### src/rtl/rmw_pkg.sv
// Shared types and constants for the read-modify-write sequencer.
// Latency: n/a (definitions only).
// Backpressure: n/a (definitions only).
package rmw_pkg;

   // Memory RMW operations, encoded as they arrive from the CPU decoder.
   typedef enum logic [2:0] {
      OP_ASL = 3'd0,
      OP_LSR = 3'd1,
      OP_ROL = 3'd2,
      OP_ROR = 3'd3,
      OP_INC = 3'd4,
      OP_DEC = 3'd5
   } rmw_op_t;

   // Bus sequence: one read, a dummy write of the old value, then the real write.
   typedef enum logic [1:0] {
      ST_IDLE  = 2'd0,
      ST_READ  = 2'd1,
      ST_DUMMY = 2'd2,
      ST_WRITE = 2'd3
   } rmw_state_t;

   // Shared ALU opcodes used by this block.
   localparam logic [3:0] ALU_ADD = 4'b0000;
   localparam logic [3:0] ALU_SUB = 4'b0010;
   localparam logic [3:0] ALU_ASL = 4'b1000;
   localparam logic [3:0] ALU_ROL = 4'b1001;
   localparam logic [3:0] ALU_LSR = 4'b1010;
   localparam logic [3:0] ALU_ROR = 4'b1011;

   // Bit positions inside the {N,V,Z,C} flag nibble.
   localparam int FLG_N = 3;
   localparam int FLG_V = 2;
   localparam int FLG_Z = 1;
   localparam int FLG_C = 0;

   // Codes 6 and 7 are reserved and must not start a sequence.
   function automatic logic op_valid(input logic [2:0] o);
      return (o <= 3'd5);
   endfunction

   // INC/DEC use the adder with a constant 1 operand; shifts take no B operand.
   function automatic logic is_incdec(input rmw_op_t o);
      return (o == OP_INC) || (o == OP_DEC);
   endfunction

   function automatic logic [3:0] alu_ctl_of(input rmw_op_t o);
      logic [3:0] ctl;
      case (o)
         OP_ASL:  ctl = ALU_ASL;
         OP_LSR:  ctl = ALU_LSR;
         OP_ROL:  ctl = ALU_ROL;
         OP_ROR:  ctl = ALU_ROR;
         OP_INC:  ctl = ALU_ADD;
         OP_DEC:  ctl = ALU_SUB;
         default: ctl = ALU_ADD;
      endcase
      return ctl;
   endfunction

   // Shifts/rotates own N, Z and C; INC/DEC leave C and V alone.
   function automatic logic [3:0] flg_mask_of(input rmw_op_t o);
      logic [3:0] m;
      m        = '0;
      m[FLG_N] = 1'b1;
      m[FLG_Z] = 1'b1;
      m[FLG_C] = !is_incdec(o);
      return m;
   endfunction

endpackage

### src/rtl/rmw_sequencer.sv
// Sequences 6502 memory RMW ops: read, dummy write of old value, final write of ALU result.
// Latency: start edge to final write is 3 cycles; back in IDLE on the 4th (4-cycle throughput).
// Backpressure: rdy low stalls only the READ cycle; both writes are unconditional.
module rmw_sequencer
   import rmw_pkg::*;
#(
   parameter int ADDR_W = 16
)(
   input  logic              clk,
   input  logic              rst_n,
   input  logic              start,
   input  logic [2:0]        op,
   input  logic [ADDR_W-1:0] addr,
   input  logic              c_in,
   input  logic              rdy,
   input  logic [7:0]        rdata,
   output logic [ADDR_W-1:0] bus_addr,
   output logic              bus_re,
   output logic              bus_we,
   output logic [7:0]        wdata,
   output logic [7:0]        alu_a,
   output logic [7:0]        alu_b,
   output logic              alu_c,
   output logic [3:0]        alu_control,
   input  logic [7:0]        alu_y,
   input  logic [3:0]        alu_flgs,
   output logic              flg_we,
   output logic [3:0]        flg_mask,
   output logic [3:0]        flg_val,
   output logic              busy,
   output logic              done
);

   rmw_state_t        state_q;
   rmw_state_t        state_d;
   rmw_op_t           op_q;
   logic [ADDR_W-1:0] addr_q;
   logic              c_q;
   logic [7:0]        operand_q;
   logic [7:0]        result_q;
   logic [3:0]        flags_q;
   logic              accept;

   // A new request is taken only from IDLE and only with a defined opcode.
   assign accept = (state_q == ST_IDLE) && start && op_valid(op);

   // State register; async reset drops all strobes immediately since outputs decode state.
   always_ff @(posedge clk or negedge rst_n) begin
      if (!rst_n) begin
         state_q <= ST_IDLE;
      end else begin
         state_q <= state_d;
      end
   end

   // Operand, address, carry and ALU result capture along the sequence.
   always_ff @(posedge clk or negedge rst_n) begin
      if (!rst_n) begin
         op_q      <= OP_ASL;
         addr_q    <= '0;
         c_q       <= 1'b0;
         operand_q <= '0;
         result_q  <= '0;
         flags_q   <= '0;
      end else begin
         case (state_q)
            ST_IDLE: begin
               if (accept) begin
                  op_q   <= rmw_op_t'(op);
                  addr_q <= addr;
                  c_q    <= c_in;
               end
            end
            ST_READ: begin
               if (rdy) begin
                  operand_q <= rdata;
               end
            end
            ST_DUMMY: begin
               result_q <= alu_y;
               flags_q  <= alu_flgs;
            end
            default: begin
            end
         endcase
      end
   end

   // Next-state and output decode; every output is zero unless its state drives it.
   always_comb begin
      state_d     = state_q;
      bus_addr    = '0;
      bus_re      = 1'b0;
      bus_we      = 1'b0;
      wdata       = '0;
      alu_a       = '0;
      alu_b       = '0;
      alu_c       = 1'b0;
      alu_control = ALU_ADD;
      flg_we      = 1'b0;
      flg_mask    = '0;
      flg_val     = '0;
      busy        = 1'b0;
      done        = 1'b0;
      case (state_q)
         ST_IDLE: begin
            if (accept) begin
               state_d = ST_READ;
            end
         end
         ST_READ: begin
            busy     = 1'b1;
            bus_addr = addr_q;
            bus_re   = 1'b1;
            if (rdy) begin
               state_d = ST_DUMMY;
            end
         end
         ST_DUMMY: begin
            // The 2A03 rewrites the unmodified value while the ALU works on it.
            busy        = 1'b1;
            bus_addr    = addr_q;
            bus_we      = 1'b1;
            wdata       = operand_q;
            alu_a       = operand_q;
            alu_b       = is_incdec(op_q) ? 8'd1 : 8'd0;
            alu_c       = c_q;
            alu_control = alu_ctl_of(op_q);
            state_d     = ST_WRITE;
         end
         ST_WRITE: begin
            busy     = 1'b1;
            bus_addr = addr_q;
            bus_we   = 1'b1;
            wdata    = result_q;
            flg_we   = 1'b1;
            flg_mask = flg_mask_of(op_q);
            flg_val  = flags_q;
            done     = 1'b1;
            state_d  = ST_IDLE;
         end
         default: begin
            state_d = ST_IDLE;
         end
      endcase
   end

endmodule

### config.mk
export PLATFORM = sky130hd
export DESIGN_NAME = rmw_sequencer
export DESIGN_NICKNAME = d
export VERILOG_FILES = /design/src/rtl/rmw_pkg.sv /design/src/rtl/rmw_sequencer.sv
export SDC_FILE = /design/constraint.sdc
export NUM_CORES = 1
export LEC_CHECK = 0
export BUFFER_PORTS_ARGS = -buffer_cell sky130_fd_sc_hd__buf_2
export CAP_MARGIN = 20
export CORE_MARGIN = 10
export CORE_UTILIZATION = 45
export CTS_CLUSTER_DIAMETER = 200
export DETAILED_ROUTE_END_ITERATION = 8
export PLACE_DENSITY = 0.78
export SLEW_MARGIN = 25
export SYNTH_ARGS = -nofsm -noshare
export SYNTH_HDL_FRONTEND = slang
export SYNTH_SLANG_ARGS = --single-unit
export TNS_END_PERCENT = 5
### constraint.sdc
create_clock -name clk -period 1.9 [get_ports clk]
set_input_delay 0.19 -clock clk [delete_from_list [all_inputs] [get_ports clk]]
set_output_delay 0.19 -clock clk [all_outputs]
set_load 0.02 [all_outputs]
==> summary.md, run 1 <==
| Metric | Value |
|---|---|
| Core ar. | 4444 µm² |
| Fmax | 563.6 MHz |
| Lkg Pwr | 1.476 nW |
| Max-cap viol count | 0 |
| Vias post-DR | 1481 |
| Routed WL per cell | 15.54 µm |
| Clk root buf | clkbuf_8 |
| Finished Layout Cells | 315 |
| Via density per instance | 4.702 |
| Sequential-to-total area share from yosys stat | 0.4997 |
| Critical Path Sink Type | output port |
| WS Path Type | reg2out |
| Die height | 88.37 µm |
| Syn avg cell area | 12.82 µm² |
| Worst Skew | 0.001345 ns |
| Critical Path Fanout Max | 15 |
| Most common cell after layout, fill and taps aside | buf_2 |
| Die area | 7808 µm² |
| CTS tree | yes |
| Bufs on Longest Clock Path | 2 |
| Worst endpoint required time | 1.71 ns |
| Yosys warns | 0 |
| Vias in the first global route | 1671 |
| Final hold viol count | 0 |
| Initial antenna violation count | 0 |
| ANT nets after route | 0 |
| Worst hold path class | in2reg |
| DP HPWL | 3.940 mm |
| Min Clock Period, post-route | 1.774 ns |
| Site row count | 24 |
| WP data arrival | 1.58 ns |
| Post-synthesis register bit count | 42 |
| Primary FF master, synth | dfrtp_1 |
| Reg2reg end | op_q[0]$_DFFE_PN0P_ |
| CTS H-tree depth | 2 |
| Placed cells | 305 |
| Port bufs | 92 |
| Final setup viols | 0 |
| Sink Count | 42 |
| RR Startpoint | state_q[1]$_DFFE_PN0P_ |
| Clk_lat worst skew | 0.29 ns |
| DRC | 0 |
| Share of post-route cells with drive strength above 1 | 0.5856 |
| Cell variety after synth | 24 |
| Final core utilization | 0.6151 |
| Initial drt markers | 37 |
| Mapped Area | 2103 µm² |
| Clk pin slew, worst setup/hold paths | 0.08 ns |
| TNS Setup | 0 ns |
| Status | complete, no violations |
| Tcrit/Tclk final | 0.9338 |
| Startpoint Class | flop |
| Worst reg2reg setup slack | 0.31 ns |
| Setup slack after layout | 0.1258 ns |
| Nets@finish | 311 |
| Global placer's final weighted congestion | 0.7230 |
| Ys async rst share | 1.000 |
| Critical Path Sink | alu_control[0] |
| CTS Buf Count | 5 |
| Most frequent cells in the layout | buf_2, dfrtp_1, mux2_2, nor2b_1, and2_1 |
| Worst Setup SP | state_q[0]$_DFFE_PN0P_ |
| Total Wirelength | 4.895 mm |
| Pwr dens | 1897 nW/µm² |
| Pre-CTS setup slack | 0.2983 ns |
| Min-delay src | alu_flgs[1] |
| Diode count | 0 |
| Area grow syn2layout | 29.98% |
| Largest net degree at the start of global routing | 19 |
| All-Layer GR Usage | 0.1299 |
| Filler cells | 380 |
| Final Max Tran Viols | 0 |
| GRT overflow | 0 |
| IO Pins | 102 |
| Post-synth EDFFs | 0 |
| Worst IR drop on VDD | 838.6 µV |
| Cells after Synth | 164 |
| First-pass iteration count of the detailed router | 4 |
| R2R cell count | 6 |
| Initial Util | 0.4733 |
| Die Wd | 88.37 µm |
| First-pass GRT wire length | 7.914 mm |
## synth_stat cells, drive strengths merged (2+ instances only)
| master | number | area, µm² |
|---|---|---|
| and2 | 14 | 87.58 |
| a21oi | 4 | 31.28 |
| nor2 | 2 | 7.510 |
| dfrtp | 42 | 1051 |
| mux2 | 39 | 476.7 |
| ha | 5 | 62.56 |
| nand2 | 3 | 13.77 |
| a21o | 8 | 60.06 |
| clkbuf | 2 | 7.510 |
| inv | 4 | 15.01 |
| nor2b | 18 | 112.6 |
| or2 | 2 | 12.51 |
| buf | 15 | 120.1 |
## kinds of logic after synthesis
family	Yosys count	synth area share
AO/OA/AOI/OAI	15	0.05533
adder cells (fa/ha/maj)	5	0.02974
flip-flops	42	0.4997
multiplexers	40	0.2314
other	1	0.001783
AND/OR/NAND/NOR	40	0.1142
buffers and inverters	21	0.06782
## what timing repair did
item / in CTS / in global routing
resized for setup: 1 / 6
hold buffers: 1 / 0
endpoints found under the hold margin: 9 / 0
endpoints found under the setup margin: 1 / 14
buffers inserted: 0 / 1
gates cloned: 0 / 0
## flip-flops by register name (all words and copies together), names as in the netlist
register   cells
op_q           3
addr_q        16
state_q        2
operand_q      8
flags_q        4
c_q            1
result_q       8
## report_power, final
group	internal (mW)	total, mW	switching (mW)
logic	1.33	2.90	1.58
clock network	0.387	0.684	0.297
registers	1.36	1.60	0.240
## routing by layer
metal | global-route usage | vias to the layer above | part of all wire
li1 | - | 721 | -
met1 | 0.1293 | 685 | 0.36
met2 | 0.2264 | 68 | 0.49
met3 | 0.07077 | 7 | 0.14
met4 | 0.04405 | 0 | 0.012
met5 | 0 | - | 0
## per-stage QoR
stage	hold slack, ns	total power, mW	area, µm²
final	0.1226	5.186	2734
after global placement	0.06538	4.428	2589
after global routing	0.1084	5.578	2734
after floorplan	-0.1056	3.653	2133
after detailed placement	0.06360	4.503	2589
after CTS	0.1110	5.212	2710
## area by class of cell
cell class	instances	area [µm²]	area share
sequential	42	1051	0.3844
multi-input combinational	109	944.7	0.3455
timing repair buffer	100	549.3	0.2009
clock buffer	5	68.82	0.02517
tap	52	65.06	0.02380
clock inverter	3	40.04	0.01465
inverter	4	15.01	0.005492
## worst min path at each step
stage                                  end  slack (ns)  cells after the start
floorplan            addr_q[0]$_DFFE_PN0P_       -0.11                      0
global placement     addr_q[6]$_DFFE_PN0P_        0.07                      1
detailed placement   addr_q[6]$_DFFE_PN0P_        0.06                      1
CTS                  addr_q[7]$_DFFE_PN0P_        0.11                      2
global route        addr_q[15]$_DFFE_PN0P_        0.11                      2
finish              flags_q[1]$_DFFE_PN0P_        0.12                      2
## critical path, cell delays in order (launching register included)
cell	delay, ns
dfrtp_1	0.41
inv_2	0.09
ha_2	0.22
buf_8	0.16
nor2b_1	0.15
and2_1	0.13
buf_4	0.13
No activity file was read; power rests on OpenSTA's default activity.
==> run 2, diff against run 1 <==
--- a/config.mk
+++ b/config.mk
@@ -10,6 +10,6 @@
 export CORE_MARGIN = 10
-export CORE_UTILIZATION = 45
+export CORE_UTILIZATION = 41
 export CTS_CLUSTER_DIAMETER = 200
 export DETAILED_ROUTE_END_ITERATION = 8
-export PLACE_DENSITY = 0.78
+export PLACE_DENSITY = 0.72
 export SLEW_MARGIN = 25
==> constraint.sdc (replaced) <==
create_clock -name clk -period 1.9 [get_ports clk]
set_input_delay 0.57 -clock clk [delete_from_list [all_inputs] [get_ports clk]]
set_output_delay 0.57 -clock clk [all_outputs]
set_load 0.02 [all_outputs]
==> summary.md, run 2 (synthesis gave the netlist of run 1 again) <==
| Metric | Value |
|---|---|
| Worst endpoint required time | 1.33 ns |
| Final hold viol count | 0 |
| Share of post-route cells with drive strength above 1 | 0.6949 |
| Final Max Tran Viols | 0 |
| Area grow syn2layout | 52.89% |
| Initial drt markers | 42 |
| Die area | 8395 µm² |
| Vias in the first global route | 1861 |
| Register area | 1051 µm² |
| Pwr dens | 1995 nW/µm² |
| CTS Buf Count | 5 |
| First-pass iteration count of the detailed router | 3 |
| All-Layer GR Usage | 0.1322 |
| Clock Power Share | 0.107 |
| GRT overflow | 0 |
| First-pass GRT wire length | 9.197 mm |
| Comb pwr share | 0.640 |
| Global placer's final weighted congestion | 0.6921 |
| Status | finished with violations |
| Failing checks | negative setup slack |
| RSZ-0062 raised after global routing | true |
| Total Wirelength | 5.720 mm |
| Worst Skew | 0.006934 ns |
| Via density per instance | 4.541 |
| Initial Util | 0.4171 |
| Fmax | 485.7 MHz |
| Startpoint Class | flop |
| WS Path Type | reg2out |
| IO Pins | 102 |
| Max-cap viol count | 0 |
| Die Wd | 91.63 µm |
| Worst hold path class | in2async |
| Largest stage delay, worst path | 0.42 ns |
| Number of buffers and inverters on the critical path | 2 |
| Crit-path cells | ha_4 > buf_12 > and2_4 > a21o_1 > buf_6 |
| Initial antenna violation count | 0 |
| Nets@finish | 320 |
| Site row count | 26 |
| Min Clock Period, post-route | 2.059 ns |
| Core ar. | 5042 µm² |
| Final core utilization | 0.6377 |
| P_int | 3.996 mW |
| CTS H-tree depth | 2 |
| Pre-CTS setup slack | 0.04337 ns |
| Vias post-DR | 1553 |
| Most frequent cells in the layout | buf_2, dfrtp_1, buf_6, mux2_2, buf_4 |
| WP data arrival | 1.49 ns |
| Biggest register | addr_q |
| Tcrit/Tclk final | 1.084 |
| Largest net degree at the start of global routing | 24 |
| CTS tree | yes |
| Port bufs | 92 |
| Final setup viols | 47 |
| Switching Power | 2.419 mW |
| Bufs on Longest Clock Path | 2 |
| Critical-path top delay cell | dfrtp_1 |
| Crit path max-delay family | flip-flops |
| Worst slew pin tran | 0.5031 ns |
| Sink Count | 42 |
| Switching share of power | 0.3771 |
| Multi-input gate area in the final layout | 1057 µm² |
| Largest register FFs | 16 |
| Critical Path Fanout Max | 7 |
| Worst IR drop on VDD | 962.3 µV |
| DP HPWL | 4.124 mm |
| DRC | 0 |
| Filler cells | 401 |
| Setup slack after layout | -0.1588 ns |
| Die height | 91.63 µm |
| Clk_lat worst skew | 0.29 ns |
| Most common cell after layout, fill and taps aside | buf_2 |
| Routed WL per cell | 16.73 µm |
| Sequential share of power | 0.253 |
| Largest regs | addr_q (16), operand_q (8), result_q (8) |
| Slew margin rel. | 0.6646 |
| Critical Path Sink Type | output port |
| Diode count | 0 |
| Clk root buf | clkbuf_8 |
| Lkg Pwr | 1.631 nW |
| ANT nets after route | 0 |
| Clk pin slew, worst setup/hold paths | 0.08 ns |
-- run 2: final timing paths --
kind / start / to / slack, ns / cells past startpoint
setup / recovery: state_q[1]$_DFFE_PN0P_ / wdata[6] / -0.16 / 5
min in group clk: c_in / c_q$_DFFE_PN0P_ / 0.51 / 2
max in group asynchronous: rst_n / addr_q[10]$_DFFE_PN0P_ / 1.16 / 2
hold reg to reg: addr_q[8]$_DFFE_PN0P_ / addr_q[8]$_DFFE_PN0P_ / 0.51 / 1
hold / removal: rst_n / flags_q[0]$_DFFE_PN0P_ / 0.24 / 1
setup reg to reg: state_q[1]$_DFFE_PN0P_ / addr_q[11]$_DFFE_PN0P_ / 0.21 / 7
-- run 2: worst register-to-register path, stage by stage, from the launching register on --
cell	delay, ns
dfrtp_1	0.42
buf_6	0.15
inv_4	0.06
ha_1	0.18
nand2_2	0.08
a21oi_4	0.14
buf_12	0.18
mux2_2	0.35
-- run 2: routing by layer --
metal | vias to the layer above | share of wire | GRT usage
li1 | 739 | - | -
met5 | - | 0 | 0
met1 | 741 | 0.39 | 0.1511
met3 | 6 | 0.11 | 0.06194
met4 | 0 | 0.0073 | 0.03525
met2 | 67 | 0.50 | 0.2174
-- run 2: layout make-up --
type | count | share of cell area
sequential | 42 | 0.3268
inverter | 4 | 0.005447
clock buffer | 5 | 0.02140
tap | 70 | 0.02724
timing repair buffer | 109 | 0.2778
clock inverter | 3 | 0.01245
multi-input combinational | 109 | 0.3288
-- run 2: timing repair --
action | 4_1_cts | 5_1_grt
endpoints found under the setup margin | 48 | 49
buffers inserted | 6 | 1
pin swaps | 3 | 1
hold buffers | 0 | 0
gates cloned | 2 | 0
gates resized for setup | 82 | 32
-- run 2: per-stage QoR --
stage	instances	hold slack, ns	power (mW)	instance area, µm²	TNS [ns]
floorplan	172	0.2744	3.664	2140	-0.02560
global placement	326	0.4807	4.582	2678	0
detailed placement	326	0.4878	4.663	2678	0
CTS	342	0.2512	6.219	3107	-5.085
global route	342	0.2642	6.811	3216	-7.425
finish	342	0.2403	6.415	3216	-4.026
-- run 2: power groups by stage --
stage	registers, mW	clock network (mW)	logic, mW
after global placement	1.59	0	2.99
final	1.62	0.687	4.10
after global routing	1.69	0.745	4.38
after detailed placement	1.61	0	3.05
after CTS	1.62	0.711	3.89
after floorplan	1.53	0	2.13
